### src/rtl/ber_pkg.sv
// ber_pkg: shared state encoding and constants for the BER sweep controller
package ber_pkg;
  typedef enum logic [2:0] {IDLE, LOAD, ARM, RUN, DRAIN, REPORT} sweep_state_t;
  localparam logic [31:0] IDX_IDLE = 32'hFFFF_FFFF;
  localparam int CNT_W = 64;
endpackage

### src/rtl/ber_sweep_ctrl.sv
// ber_sweep_ctrl: per SNR point loads the probability table, runs the datapath to a stop criterion, drains and reports counters
module ber_sweep_ctrl
  import ber_pkg::*;
#(
  parameter int N_POINTS  = 8,
  parameter int TBL_DEPTH = 64,
  parameter int PROB_W    = 64,
  parameter int CNT_W     = ber_pkg::CNT_W,
  parameter int DRAIN_CYC = 16
) (
  input  logic                                  clk,
  input  logic                                  rst,
  input  logic                                  start,
  input  logic                                  abort,
  input  logic [CNT_W-1:0]                      cfg_min_bits,
  input  logic [CNT_W-1:0]                      cfg_max_ferr,
  input  logic [31:0]                           cfg_max_cycles,
  input  logic [3:0]                            cfg_n_interleave,
  output logic [$clog2(N_POINTS*TBL_DEPTH)-1:0] tbl_addr,
  input  logic [PROB_W-1:0]                     tbl_data,
  output logic                                  sys_en,
  output logic                                  sys_rstn,
  output logic [31:0]                           probability_idx,
  output logic [PROB_W-1:0]                     probability_in,
  output logic [3:0]                            n_interleave,
  input  logic [CNT_W-1:0]                      total_bits,
  input  logic [CNT_W-1:0]                      total_bit_errors_pre,
  input  logic [CNT_W-1:0]                      total_bit_errors_post,
  input  logic [CNT_W-1:0]                      total_frames,
  input  logic [CNT_W-1:0]                      total_frame_errors,
  output logic                                  res_valid,
  input  logic                                  res_ready,
  output logic [7:0]                            res_point,
  output logic                                  res_timeout,
  output logic [CNT_W-1:0]                      res_bits,
  output logic [CNT_W-1:0]                      res_pre,
  output logic [CNT_W-1:0]                      res_post,
  output logic [CNT_W-1:0]                      res_frames,
  output logic [CNT_W-1:0]                      res_ferr,
  output logic                                  busy,
  output logic                                  done
);
  localparam int AW = $clog2(N_POINTS*TBL_DEPTH);
  localparam int KW = $clog2(TBL_DEPTH+1);
  localparam int DW = $clog2(DRAIN_CYC+1);
  sweep_state_t state_q, state_d;
  logic [KW-1:0] k_q, k_d;
  logic [DW-1:0] drain_q, drain_d;
  logic [31:0] cyc_q, cyc_d, max_cyc_q;
  logic [7:0] point_q, point_d, r_point_q;
  logic [CNT_W-1:0] min_bits_q, max_ferr_q;
  logic [CNT_W-1:0] r_bits_q, r_pre_q, r_post_q, r_frames_q, r_ferr_q;
  logic [3:0] n_int_q;
  logic r_to_q, done_q;
  logic clr, wr, last, hs, bits_hit, ferr_hit, to_hit, stop, snap;
  // qualifiers shared by the FSM and the datapath registers; abort outside IDLE behaves like a reset
  always_comb begin
    clr = rst || (abort && state_q != IDLE);
    wr = state_q == LOAD && k_q != '0;
    last = point_q == 8'(N_POINTS-1);
    hs = state_q == REPORT && res_ready;
    bits_hit = total_bits >= min_bits_q;
    ferr_hit = max_ferr_q != '0 && total_frame_errors >= max_ferr_q;
    to_hit = max_cyc_q != '0 && cyc_q == max_cyc_q - 32'd1;
    stop = bits_hit || ferr_hit || to_hit;
    snap = state_q == DRAIN && drain_q == DW'(DRAIN_CYC-1);
  end
  // sweep sequencer next state; LOAD spends one extra cycle so the last table word can be written
  always_comb begin
    state_d = state_q;
    k_d = k_q;
    drain_d = drain_q;
    cyc_d = cyc_q;
    point_d = point_q;
    case (state_q)
      IDLE: begin
        k_d = '0;
        point_d = '0;
        state_d = start ? LOAD : IDLE;
      end
      LOAD: begin
        k_d = k_q + 1'b1;
        state_d = k_q == KW'(TBL_DEPTH) ? ARM : LOAD;
      end
      ARM: begin
        cyc_d = '0;
        state_d = RUN;
      end
      RUN: begin
        cyc_d = cyc_q + 32'd1;
        drain_d = '0;
        state_d = stop ? DRAIN : RUN;
      end
      DRAIN: begin
        drain_d = drain_q + 1'b1;
        state_d = snap ? REPORT : DRAIN;
      end
      REPORT: if (res_ready) begin
        k_d = '0;
        point_d = last ? point_q : point_q + 8'd1;
        state_d = last ? IDLE : LOAD;
      end
      default: state_d = IDLE;
    endcase
  end
  // state, config latches at start and the result snapshot taken on the last drain cycle
  always_ff @(posedge clk) begin
    if (clr) begin
      state_q <= IDLE;
      k_q <= '0;
      drain_q <= '0;
      cyc_q <= '0;
      point_q <= '0;
      min_bits_q <= '0;
      max_ferr_q <= '0;
      max_cyc_q <= '0;
      n_int_q <= '0;
      r_point_q <= '0;
      r_to_q <= 1'b0;
      r_bits_q <= '0;
      r_pre_q <= '0;
      r_post_q <= '0;
      r_frames_q <= '0;
      r_ferr_q <= '0;
      done_q <= 1'b0;
    end else begin
      state_q <= state_d;
      k_q <= k_d;
      drain_q <= drain_d;
      cyc_q <= cyc_d;
      point_q <= point_d;
      done_q <= hs && last;
      if (state_q == IDLE && start) begin
        min_bits_q <= cfg_min_bits;
        max_ferr_q <= cfg_max_ferr;
        max_cyc_q <= cfg_max_cycles;
        n_int_q <= cfg_n_interleave;
      end
      if (state_q == RUN && stop) r_to_q <= to_hit && !bits_hit && !ferr_hit;
      if (snap) begin
        r_point_q <= point_q;
        r_bits_q <= total_bits;
        r_pre_q <= total_bit_errors_pre;
        r_post_q <= total_bit_errors_post;
        r_frames_q <= total_frames;
        r_ferr_q <= total_frame_errors;
      end
    end
  end
  assign tbl_addr = (state_q == LOAD && k_q < KW'(TBL_DEPTH)) ? AW'(point_q) * AW'(TBL_DEPTH) + AW'(k_q) : '0;
  assign probability_idx = wr ? 32'(k_q - 1'b1) : IDX_IDLE;
  assign probability_in = wr ? tbl_data : '0;
  assign n_interleave = n_int_q;
  assign sys_en = state_q == RUN;
  assign sys_rstn = state_q != IDLE && state_q != LOAD;
  assign busy = state_q != IDLE;
  assign done = done_q;
  assign res_valid = state_q == REPORT;
  assign res_point = r_point_q;
  assign res_timeout = r_to_q;
  assign res_bits = r_bits_q;
  assign res_pre = r_pre_q;
  assign res_post = r_post_q;
  assign res_frames = r_frames_q;
  assign res_ferr = r_ferr_q;
endmodule

### config.mk
export PLATFORM = sky130hd
export DESIGN_NAME = ber_sweep_ctrl
export DESIGN_NICKNAME = d
export VERILOG_FILES = /design/src/rtl/ber_pkg.sv /design/src/rtl/ber_sweep_ctrl.sv
export SDC_FILE = /design/constraint.sdc
export NUM_CORES = 1
export LEC_CHECK = 0
export CORE_AREA = 2 2 387 389
export CTS_BUF_LIST = sky130_fd_sc_hd__clkbuf_4
export DETAILED_ROUTE_END_ITERATION = 12
export DIE_AREA = 0 0 389 391
export PLACE_DENSITY = 0.44
export SYNTH_ARGS = -nofsm -noshare
export SYNTH_HDL_FRONTEND = slang
export SYNTH_SLANG_ARGS = --single-unit
### constraint.sdc
create_clock -name clk -period 9.1 [get_ports clk]
set_clock_uncertainty 0.05 [all_clocks]
set_input_delay 1.82 -clock clk [delete_from_list [all_inputs] [get_ports clk]]
set_output_delay 1.82 -clock clk [all_outputs]
set_load 0.01 [all_outputs]
==> reports/qor.yml <==
power_and_ir_drop:
  total_power_mw: 5.77
  net-switching-power_mw: 1.69
  seq_pwr_share_pct: 43.4
  power_internal_mw: 4.08
  p_comb_share_pct: 13.9
  p_per_area_nw_per_um2: 149
  power.share.clock_pct: 42.8
  switching_share_pct: 29.3
  p_leak_nw: 13.6
  peakVddDrop_uv: 84.6
logic_synthesis:
  synthDominantCellAreaShare_pct: 44.1
  yosys_warnings: 0
  multiplexer_share_of_the_synthesized_area_pct: 0.798
  syn-mean-instance-area_um2: 7.61
  synthCells: 3274
  async_reset_ff_share_pct: 0
  mappedNetlistArea_um2: 24900
  ys_seq_area_share_pct: 44.1
  synth_largest_area_cell: "sky130_fd_sc_hd__dfxtp_1"
  synth-edff-count: 0
  synthesized_area_fraction_occupied_by_xor_and_xnor_cells_pct: 1.76
  synth-seq-cells: 549
  ys_top_cells_by_area: "sky130_fd_sc_hd__dfxtp_1 44%, sky130_fd_sc_hd__nand2_1 16%, sky130_fd_sc_hd__a21oi_1 11%, sky130_fd_sc_hd__ha_1 6.9%, sky130_fd_sc_hd__clkbuf_1 2.8%"
  synth_top_family_by_area: "simple AND/OR/NAND/NOR gates"
  synth.net_count: 3965
  compound_cell_area_share_of_the_yosys_netlist_pct: 15.5
  synth-adder-area-share_pct: 6.93
  synth_top_flop_cell: "sky130_fd_sc_hd__dfxtp_1"
  synth_simple_gate_area_share_pct: 24.9
  synth.lib_cells_used.distinct: 72
drt:
  final_antenna_violating_net_count: 0
  routed-wl-met3_um: 11000
  wl_met2_um: 57700
  post_drt_via_cell_ratio: 4.15
  num_vias: 26200
  top_layer: "met5"
  detail_route.wl_per_cell_um: 20.0
  drt_pre_antenna_iters: 7
  detail_route.drc_violations: 0
  detail_route.wirelength.met1_um: 54300
  postRouteWirelength_um: 127000
  initialDrtViolationCount: 1385
clocking:
  clk_pin_slew_ps: 70
  cts_num_sinks: 549
  clock_insertion_delay_worst_skew_ps: 1140
  cts_made_buffers: 175
  cts-resized-gates: 0
  cts_tree: "yes"
  clk_path_buf_depth: 3
  hold_buffers: 0
  htreeDepth: 4
  ctsRootBufferMaster: "sky130_fd_sc_hd__clkbuf_4"
  cts_setup_buffers: 0
floorplanning:
  die_outline_width_um: 389
  floorplan.core_area_um2: 149000
  die_area_um2: 152000
  io_pins: 996
  core.rowCount: 142
  die_h_um: 391
  initial_utilization_pct: 16.8
setup_path:
  crit_path_start_kind: "register"
  worstReg2RegEnd: "cyc_q[31]$_SDFFE_PP0P_"
  timing.critical_path.to_type: "primary output"
  reg2regPathDepth: 11
  criticalPathCategory: "register to primary output"
  critPathArrivalTime_ps: 4210
  crit-reg2reg-launch: "state_q[0]$_SDFFE_PP0P_"
  crit_path_max_fanout: 72
  reg2reg_slack_ps: 5030
  timing.critical_path.required_ps: 7230
worst_hold_path:
  timing.hold.worst.start: "res_frames[13]$_SDFFE_PP0P_"
  hold_path.class: "register to register"
  timing.hold.worst_endpoint: "res_frames[13]$_SDFFE_PP0P_"
  worstHoldPathCells: 2
finish:
  finalCoreUtilization_pct: 26.1
  layout-drive-gt1-share_pct: 7.46
  nets: 4943
  post_layout_nonfiller_instances: 6327
  area_growth_pct: 55.9
  final_area_um2: 38800
sta:
  layout_worst_path_cycle_share_pct: 66.8
  setup-tns-final_ps: 0
  rsz_0062_raised_after_global_routing: "no"
  worst_pin_slew_ps: 1170
  min_period_ps: 6080
  min_setup_slack_post_route_ps: 3020
  relSlewSlack_pct: 21.8
  final-max-slew-violation-count: 0
  hold_viol: 0
  fmax_mhz: 164
  setup_violations: 0
  hold_ws_ps: 401
global_route:
  antenna_violations_before_repair: 41
  grt-ovfl-total: 0
  grt_max_degree: 158
  grt_first_pass_wirelength_um: 178000
  grt_util_all_layers_pct: 15.9
  first_global_vias: 25700
placement:
  place_congestion: 0.840
  dpl_cell_area_um2: 36700
  port_buffers: 995
  hpwlAfterDp_um: 96000
  place.detailed.instances: 6019
  place_ws_ps: 3770
status:
  run_status: "complete, no violations"
run:
  cap_viol_max_count: 0
critical path: stages, from the launching register on:
cell and delay (ps):
sky130_fd_sc_hd__dfxtp_1 400, sky130_fd_sc_hd__or4_1 660, sky130_fd_sc_hd__o311a_2 370, sky130_fd_sc_hd__buf_4 310
sky130_fd_sc_hd__o41ai_2 290, sky130_fd_sc_hd__buf_4 400, sky130_fd_sc_hd__clkdlybuf4s50_1 580
power by group through the flow:
stage | Clock [mW] | Sequential (mW) | Combinational, mW
floorplan | 0 | 2.53 | 0.381
global route | 2.72 | 2.51 | 0.890
global placement | 0 | 2.56 | 0.805
detailed placement | 0 | 2.56 | 0.809
finish | 2.47 | 2.50 | 0.801
CTS | 2.61 | 2.50 | 0.815
synth_stat cells, drive strengths merged, types with 28 or more instances:
cell and number:
a21oi 563, and2 77, buf 37, clkbuf 184
dfxtp 549, ha 138, inv 149, nand2 1073
nand3 29, nand4 36, nor2 78, nor3 28
nor4 41, o21ai 38, xor2 29
registers in the layout, indices dropped and copies added, names as in the netlist:
| signal | cells |
|---|---|
| cyc_q | 32 |
| done | 1 |
| drain_q | 5 |
| k_q | 7 |
| max_cyc_q | 32 |
| max_ferr_q | 64 |
| min_bits_q | 64 |
| n_interleave | 4 |
| point_q | 8 |
| res_bits | 64 |
| res_ferr | 64 |
| res_frames | 64 |
| res_point | 8 |
| res_post | 64 |
| res_pre | 64 |
| res_timeout | 1 |
| state_q | 3 |
metal layers:
layer  global-route usage [%]  up-vias
met3                     6.38      225
met4                     5.74       50
met2                     25.1      831
met5                        0        -
met1                     19.5    12200
li1                         -    13000
how the worst max path moves through the flow:
stage / from / end / slack [ps] / cells past startpoint
after detailed placement: total_bits[61] / state_q[0]$_SDFFE_PP0P_ / 3770 / 9
final: k_q[2]$_SDFFE_PP0P_ / probability_idx[23] / 3020 / 6
after global placement: total_bits[61] / state_q[0]$_SDFFE_PP0P_ / 3760 / 9
after global routing: k_q[0]$_SDFFE_PP0P_ / probability_idx[10] / 2670 / 8
after CTS: k_q[2]$_SDFFE_PP0P_ / probability_idx[18] / 2770 / 6
after floorplan: k_q[2]$_SDFFE_PP0P_ / probability_idx[10] / 3620 / 4
cell families after synthesis:
kind of cell,Yosys count
mux,18
buf+inv,370
simple gates,1442
flops,549
xor+xnor,50
fa+ha+maj,138
compound gates,707
layout by cell type (no fill, tap or decap), drive strengths merged, types with 36 or more instances in the layout:
cell and count:
nand2 1073, clkdlybuf4s50 995, a21oi 563, dfxtp 549, clkbuf 235, inv 157
ha 138, nor2 78, and2 77, nor4 41, clkinv 40, o21ai 38
nand4 36
layout make-up:
cell class | count | area (um^2)
antenna | 24 | 60.1
clock buffer | 235 | 1760
clock inverter | 49 | 309
fill | 16400 | 110000
inverter | 149 | 559
multi-input combinational | 2355 | 12500
sequential | 549 | 11000
tap | 1944 | 2430
timing repair buffer | 1022 | 10200
No activity file was read; power rests on OpenSTA's default activity.
